**config.mk**
```make
export PLATFORM = sky130hd
export DESIGN_NAME = register_serializer
export DESIGN_NICKNAME = d
export VERILOG_FILES = /design/src/rtl/register_serializer.sv
export SDC_FILE = /design/constraint.sdc
export NUM_CORES = 1
export LEC_CHECK = 0
export CAP_MARGIN = 20
export CORE_ASPECT_RATIO = 0.6
export CORE_MARGIN = 2
export CORE_UTILIZATION = 40
export CTS_CLUSTER_DIAMETER = 200
export DETAILED_ROUTE_END_ITERATION = 8
export PLACE_DENSITY = 0.67
export REMOVE_ABC_BUFFERS = 1
export SYNTH_ARGS = -nofsm -noshare
export SYNTH_HDL_FRONTEND = slang
export SYNTH_SLANG_ARGS = --single-unit
```
**constraint.sdc**
```tcl
create_clock -name clock -period 1.3 [get_ports clock]
set_input_delay 0.26 -clock clock [delete_from_list [all_inputs] [get_ports clock]]
set_output_delay 0.26 -clock clock [all_outputs]
set_load 0.02 [all_outputs]
```
**src/rtl/register_serializer.sv**
```systemverilog
// Parallel-in/serial-out shifter: takes one WIDTH-bit word on a load handshake and
// presents it one bit per clock with a bit-valid strobe, index and end-of-word pulse.
module register_serializer #(
  parameter int WIDTH     = 11,
  parameter bit MSB_FIRST = 1'b1
) (
  input  logic                     clock,
  input  logic                     reset_n,
  input  logic [WIDTH-1:0]         ser_in,
  input  logic                     ser_load,
  output logic                     ser_ready,
  output logic                     ser_out,
  output logic                     ser_bit_valid,
  output logic [$clog2(WIDTH)-1:0] ser_bit_index,
  output logic                     ser_done
);

  localparam int IW = $clog2(WIDTH);
  localparam logic [IW-1:0] LAST_IDX = IW'(WIDTH - 1);

  typedef enum logic [1:0] {IDLE, SHIFT, DONE} state_t;

  state_t           state_reg;
  logic [WIDTH-1:0] shift_reg;
  logic [IW-1:0]    cnt_reg;
  logic [WIDTH-1:0] shifted;

  // Bit sitting at the output end of a word for the configured direction.
  function automatic logic head_bit(input logic [WIDTH-1:0] w);
    return MSB_FIRST ? w[WIDTH-1] : w[0];
  endfunction

  function automatic logic [WIDTH-1:0] shift_once(input logic [WIDTH-1:0] w);
    return MSB_FIRST ? {w[WIDTH-2:0], 1'b0} : {1'b0, w[WIDTH-1:1]};
  endfunction

  assign shifted = shift_once(shift_reg);

  // Outputs are computed one edge ahead so every port comes straight from a flop.
  always_ff @(posedge clock or negedge reset_n) begin
    if (!reset_n) begin
      state_reg     <= IDLE;
      shift_reg     <= '0;
      cnt_reg       <= '0;
      ser_ready     <= 1'b1;
      ser_out       <= 1'b0;
      ser_bit_valid <= 1'b0;
      ser_bit_index <= '0;
      ser_done      <= 1'b0;
    end else begin
      ser_done <= 1'b0;
      case (state_reg)
        SHIFT: begin
          shift_reg <= shifted;
          if (cnt_reg == LAST_IDX) begin
            state_reg     <= DONE;
            cnt_reg       <= '0;
            ser_ready     <= 1'b1;
            ser_out       <= 1'b0;
            ser_bit_valid <= 1'b0;
            ser_bit_index <= '0;
            ser_done      <= 1'b1;
          end else begin
            cnt_reg       <= cnt_reg + IW'(1);
            ser_bit_index <= cnt_reg + IW'(1);
            ser_out       <= head_bit(shifted);
          end
        end
        default: begin
          // IDLE and DONE both accept a new word; DONE chains with no gap.
          if (ser_load) begin
            state_reg     <= SHIFT;
            shift_reg     <= ser_in;
            cnt_reg       <= '0;
            ser_ready     <= 1'b0;
            ser_out       <= head_bit(ser_in);
            ser_bit_valid <= 1'b1;
            ser_bit_index <= '0;
          end else begin
            state_reg     <= IDLE;
            ser_ready     <= 1'b1;
            ser_out       <= 1'b0;
            ser_bit_valid <= 1'b0;
            ser_bit_index <= '0;
          end
        end
      endcase
    end
  end

endmodule

```
==> flow_results.xml <==
<?xml version="1.0" encoding="UTF-8"?>
<metrics>
  <group name="place">
    <metric name="placed_cell_area" unit="µm²">1297</metric>
    <metric name="globalplace.congestion" unit="">0.7090</metric>
    <metric name="dp.final_hpwl" unit="mm">1.273</metric>
    <metric name="numPortBuffers" unit="">21</metric>
    <metric name="place.detailed.instances" unit="">140</metric>
  </group>
  <group name="setup_path">
    <metric name="critical_path.slowest_cell" unit="">sky130_fd_sc_hd__dfrtp_1</metric>
    <metric name="critical_path.top_delay_family" unit="">compound AO/OA/AOI/OAI gates</metric>
    <metric name="worstPathCellList" unit="">inv_1 -&gt; ha_2 -&gt; nand2_4 -&gt; o21ai_4 -&gt; a2bb2oi_2</metric>
    <metric name="required" unit="ns">1.49</metric>
    <metric name="worst-setup-path-type" unit="">register to register</metric>
    <metric name="worstPathBufferInverterCount" unit="">1</metric>
    <metric name="regToRegStartpoint" unit="">cnt_reg[0]</metric>
    <metric name="cp.arrival" unit="ns">1.44</metric>
    <metric name="setup.worst_path.start_class" unit="">register</metric>
    <metric name="ff2ff_setup_slack" unit="ns">0.05</metric>
    <metric name="worst_path_fanout_max" unit="">5</metric>
    <metric name="crit_path_end_kind" unit="">register</metric>
    <metric name="rr_endpoint" unit="">ser_ready</metric>
    <metric name="worst_r2r_path_depth" unit="">5</metric>
    <metric name="critPathMaxStageDelay" unit="ns">0.38</metric>
  </group>
  <group name="synthesis">
    <metric name="synth.area.top_cells" unit="">sky130_fd_sc_hd__dfrtp_1, sky130_fd_sc_hd__mux2i_1, sky130_fd_sc_hd__nand2_1</metric>
    <metric name="yosysWarnings" unit="">0</metric>
    <metric name="ys_ff_latch" unit="">23</metric>
    <metric name="synth_area_per_cell" unit="µm²">11.93</metric>
    <metric name="yosys.cell_count.top_type" unit="">sky130_fd_sc_hd__dfrtp_1</metric>
    <metric name="count_of_flip_flops_with_a_built_in_enable_after_synthesis" unit="">0</metric>
    <metric name="syn_area" unit="µm²">1026</metric>
    <metric name="synth_commonest_cells" unit="">sky130_fd_sc_hd__dfrtp_1, sky130_fd_sc_hd__mux2i_1, sky130_fd_sc_hd__nand2_1</metric>
    <metric name="postSynth.asyncResetShare" unit="">1.000</metric>
    <metric name="synth_area_leader_cell" unit="">sky130_fd_sc_hd__dfrtp_1</metric>
    <metric name="synth_top_flop_cell" unit="">sky130_fd_sc_hd__dfrtp_1</metric>
    <metric name="yosys.area.top_type_share" unit="">0.5366</metric>
    <metric name="post_synth_num_cell_types" unit="">24</metric>
    <metric name="syn_inst" unit="">86</metric>
    <metric name="proportion_of_synthesized_chip_area_in_sequential_cells" unit="">0.5622</metric>
  </group>
  <group name="run_status">
    <metric name="result_of_the_run" unit="">finished, final reports clean</metric>
  </group>
  <group name="floorplan">
    <metric name="top_level_ports" unit="">22</metric>
    <metric name="std_cell_rows" unit="">14</metric>
    <metric name="die_outline_area" unit="µm²">2999</metric>
    <metric name="die_w" unit="µm">69.38</metric>
    <metric name="coreArea" unit="µm²">2470</metric>
    <metric name="initial_utilization" unit="">0.4154</metric>
    <metric name="floorplan.die.height" unit="µm">43.23</metric>
  </group>
  <group name="detailed_routing">
    <metric name="dr_total_vias" unit="">699</metric>
    <metric name="drt_wl_total" unit="mm">1.867</metric>
    <metric name="drt-pass1-iter-count" unit="">2</metric>
    <metric name="detail_route.drc_violations" unit="">0</metric>
    <metric name="detail_route.iter0.violations" unit="">25</metric>
    <metric name="final_antenna_violating_net_count" unit="">0</metric>
    <metric name="viasPerCell" unit="">4.821</metric>
    <metric name="route.detailed.wl_per_inst" unit="µm">12.88</metric>
  </group>
  <group name="timing">
    <metric name="fin_crit" unit="ns">1.252</metric>
    <metric name="fmax" unit="GHz">0.7989</metric>
    <metric name="hold_viol_final" unit="">0</metric>
    <metric name="grt_setup_unrepaired" unit="">false</metric>
    <metric name="fin_setup_tns" unit="ns">0</metric>
    <metric name="setup_violations" unit="">0</metric>
    <metric name="timing_worst_slew_pin_value" unit="ns">0.3466</metric>
    <metric name="worst_skew" unit="ns">0.003284</metric>
    <metric name="min_period_over_period" unit="">0.9629</metric>
    <metric name="slew_headroom" unit="">0.7690</metric>
    <metric name="final_slew_viol_count" unit="">0</metric>
  </group>
  <group name="clocking">
    <metric name="max_h_tree_level" unit="">1</metric>
    <metric name="clk_path_buf_depth" unit="">2</metric>
    <metric name="postCtsHoldBufs" unit="">0</metric>
    <metric name="cts-buffers-inserted" unit="">3</metric>
    <metric name="clock_tree_from_tritoncts" unit="">done</metric>
    <metric name="cts_setup_buffers" unit="">0</metric>
    <metric name="clock_tree.root_cell" unit="">sky130_fd_sc_hd__clkbuf_8</metric>
    <metric name="numClockSinks" unit="">23</metric>
    <metric name="path_clk_slew" unit="ns">0.08</metric>
    <metric name="clkLatencyLatePin" unit="ns">0.26</metric>
  </group>
  <group name="pwr">
    <metric name="comb_pwr_share" unit="">0.453</metric>
    <metric name="p_sw" unit="mW">1.118</metric>
    <metric name="static-leakage-power" unit="nW">0.6289</metric>
    <metric name="cellInternalPower" unit="mW">1.813</metric>
    <metric name="seq_power_share" unit="">0.401</metric>
    <metric name="ir_drop" unit="mV">1.174</metric>
    <metric name="powerDensity" unit="nW/µm²">2171</metric>
    <metric name="sw_frac_of_total" unit="">0.3815</metric>
    <metric name="clkPwrFrac" unit="">0.146</metric>
  </group>
  <group name="layout">
    <metric name="final_layout_size_suffix_gt1_frac" unit="">0.1770</metric>
    <metric name="finish.instance_area" unit="µm²">1350</metric>
    <metric name="final_nets" unit="">130</metric>
    <metric name="syn_to_final_growth" unit="%">31.58</metric>
    <metric name="num_antenna_cells" unit="">0</metric>
    <metric name="flip_flop_count_of_the_largest_register_all_copies_and_words_added" unit="">10</metric>
    <metric name="layoutNonFillerInstCount" unit="">145</metric>
  </group>
  <group name="global_routing">
    <metric name="global_route_wire_length_before_repair" unit="mm">3.132</metric>
    <metric name="grt_use_total" unit="">0.1354</metric>
    <metric name="grt_antenna_before_repair" unit="">0</metric>
    <metric name="first_global_vias" unit="">650</metric>
    <metric name="grt_start_max_net_pins" unit="">24</metric>
    <metric name="grt_overflow_total" unit="">0</metric>
  </group>
  <group name="flow_run">
    <metric name="drv.max_cap_violation_count" unit="">0</metric>
  </group>
  <group name="worst_hold_path">
    <metric name="worstHoldPathType" unit="">input port to async pin</metric>
  </group>
</metrics>
==> logic make-up after synthesis <==
kind of cell	count (synthesis)	synth area share
xor gates and xnor gates	2	0.01708
adders and majority gates	2	0.02439
AOI/OAI and AO/OA	16	0.1134
and+or+nand+nor	25	0.1207
buffers and inverters	7	0.05487
DFF	23	0.5622
muxes	11	0.1073
==> worst max-delay path by stage <==
stage	cells after the start	slack [ns]	startpoint	endpoint
after CTS	5	0.03	cnt_reg[0]	ser_ready
final	5	0.05	cnt_reg[0]	ser_ready
after detailed placement	4	-0.07	ser_load	shift_reg[9]
after global routing	5	0.003	cnt_reg[0]	ser_ready
after global placement	4	-0.06	ser_load	shift_reg[6]
after floorplan	5	0.15	cnt_reg[0]	ser_out
==> metrics by stage <==
| stage | setup WS (ns) | utilization | power (mW) | hold WS [ns] |
|---|---|---|---|---|
| after global placement | -0.05725 | 0.5253 | 2.494 | 0.4620 |
| after CTS | 0.03166 | 0.5380 | 2.900 | 0.3510 |
| after floorplan | 0.1461 | - | 1.986 | -0.03559 |
| after detailed placement | -0.06677 | 0.5253 | 2.531 | 0.4673 |
| final | 0.04828 | 0.5466 | 2.931 | 0.3482 |
| after global routing | 0.002741 | 0.5466 | 3.159 | 0.3559 |
==> final cells by class <==
class / instances / area [µm²]
Multi-Input combinational cell: 57 / 414.1
Tap cell: 32 / 40.04
Inverter: 2 / 7.507
Timing Repair Buffer: 27 / 266.5
Fill cell: 210 / 1120
Clock buffer: 4 / 45.04
Sequential cell: 23 / 576.8
==> power groups by stage <==
stage / Clock (mW) / Combinational (mW) / Sequential [mW]
after floorplan: 0 / 0.678 / 1.31
after global placement: 0 / 1.32 / 1.17
after detailed placement: 0 / 1.35 / 1.18
after CTS: 0.448 / 1.29 / 1.16
after global routing: 0.482 / 1.47 / 1.21
final: 0.428 / 1.33 / 1.18
==> cells in the final DEF (no fill, tap or decap), types with 2 or more instances in the layout <==
| cell | instances |
|---|---|
| sky130_fd_sc_hd__clkdlybuf4s50_1 | 13 |
| sky130_fd_sc_hd__buf_4 | 4 |
| sky130_fd_sc_hd__dlygate4sd2_1 | 7 |
| sky130_fd_sc_hd__clkbuf_8 | 3 |
| sky130_fd_sc_hd__dfrtp_1 | 22 |
| sky130_fd_sc_hd__inv_1 | 2 |
| sky130_fd_sc_hd__mux2i_1 | 11 |
| sky130_fd_sc_hd__nor2_1 | 8 |
| sky130_fd_sc_hd__nor3_2 | 2 |
| sky130_fd_sc_hd__nand2_1 | 9 |
| sky130_fd_sc_hd__o21ai_1 | 4 |
| sky130_fd_sc_hd__buf_12 | 2 |
| sky130_fd_sc_hd__o21ai_0 | 6 |
| sky130_fd_sc_hd__o2bb2ai_1 | 2 |
| sky130_fd_sc_hd__nand3_1 | 2 |
==> metal layers <==
metal / share of wire / track usage / wire length, µm / up-vias
li1: - / - / - / 347
met1: 0.51 / 0.1840 / 951 / 336
met5: 0 / 0 / 0 / -
met3: 0.065 / 0.06413 / 121 / 0
met2: 0.43 / 0.2000 / 794 / 16
met4: 0 / 0.02353 / 0 / 0
==> timing repair <==
action	4_1_cts	5_1_grt
resized for setup	11	3
gates cloned	0	1
pin swaps	0	1
setup endpoints to repair	8	5
(Power assumes the default switching activity.)
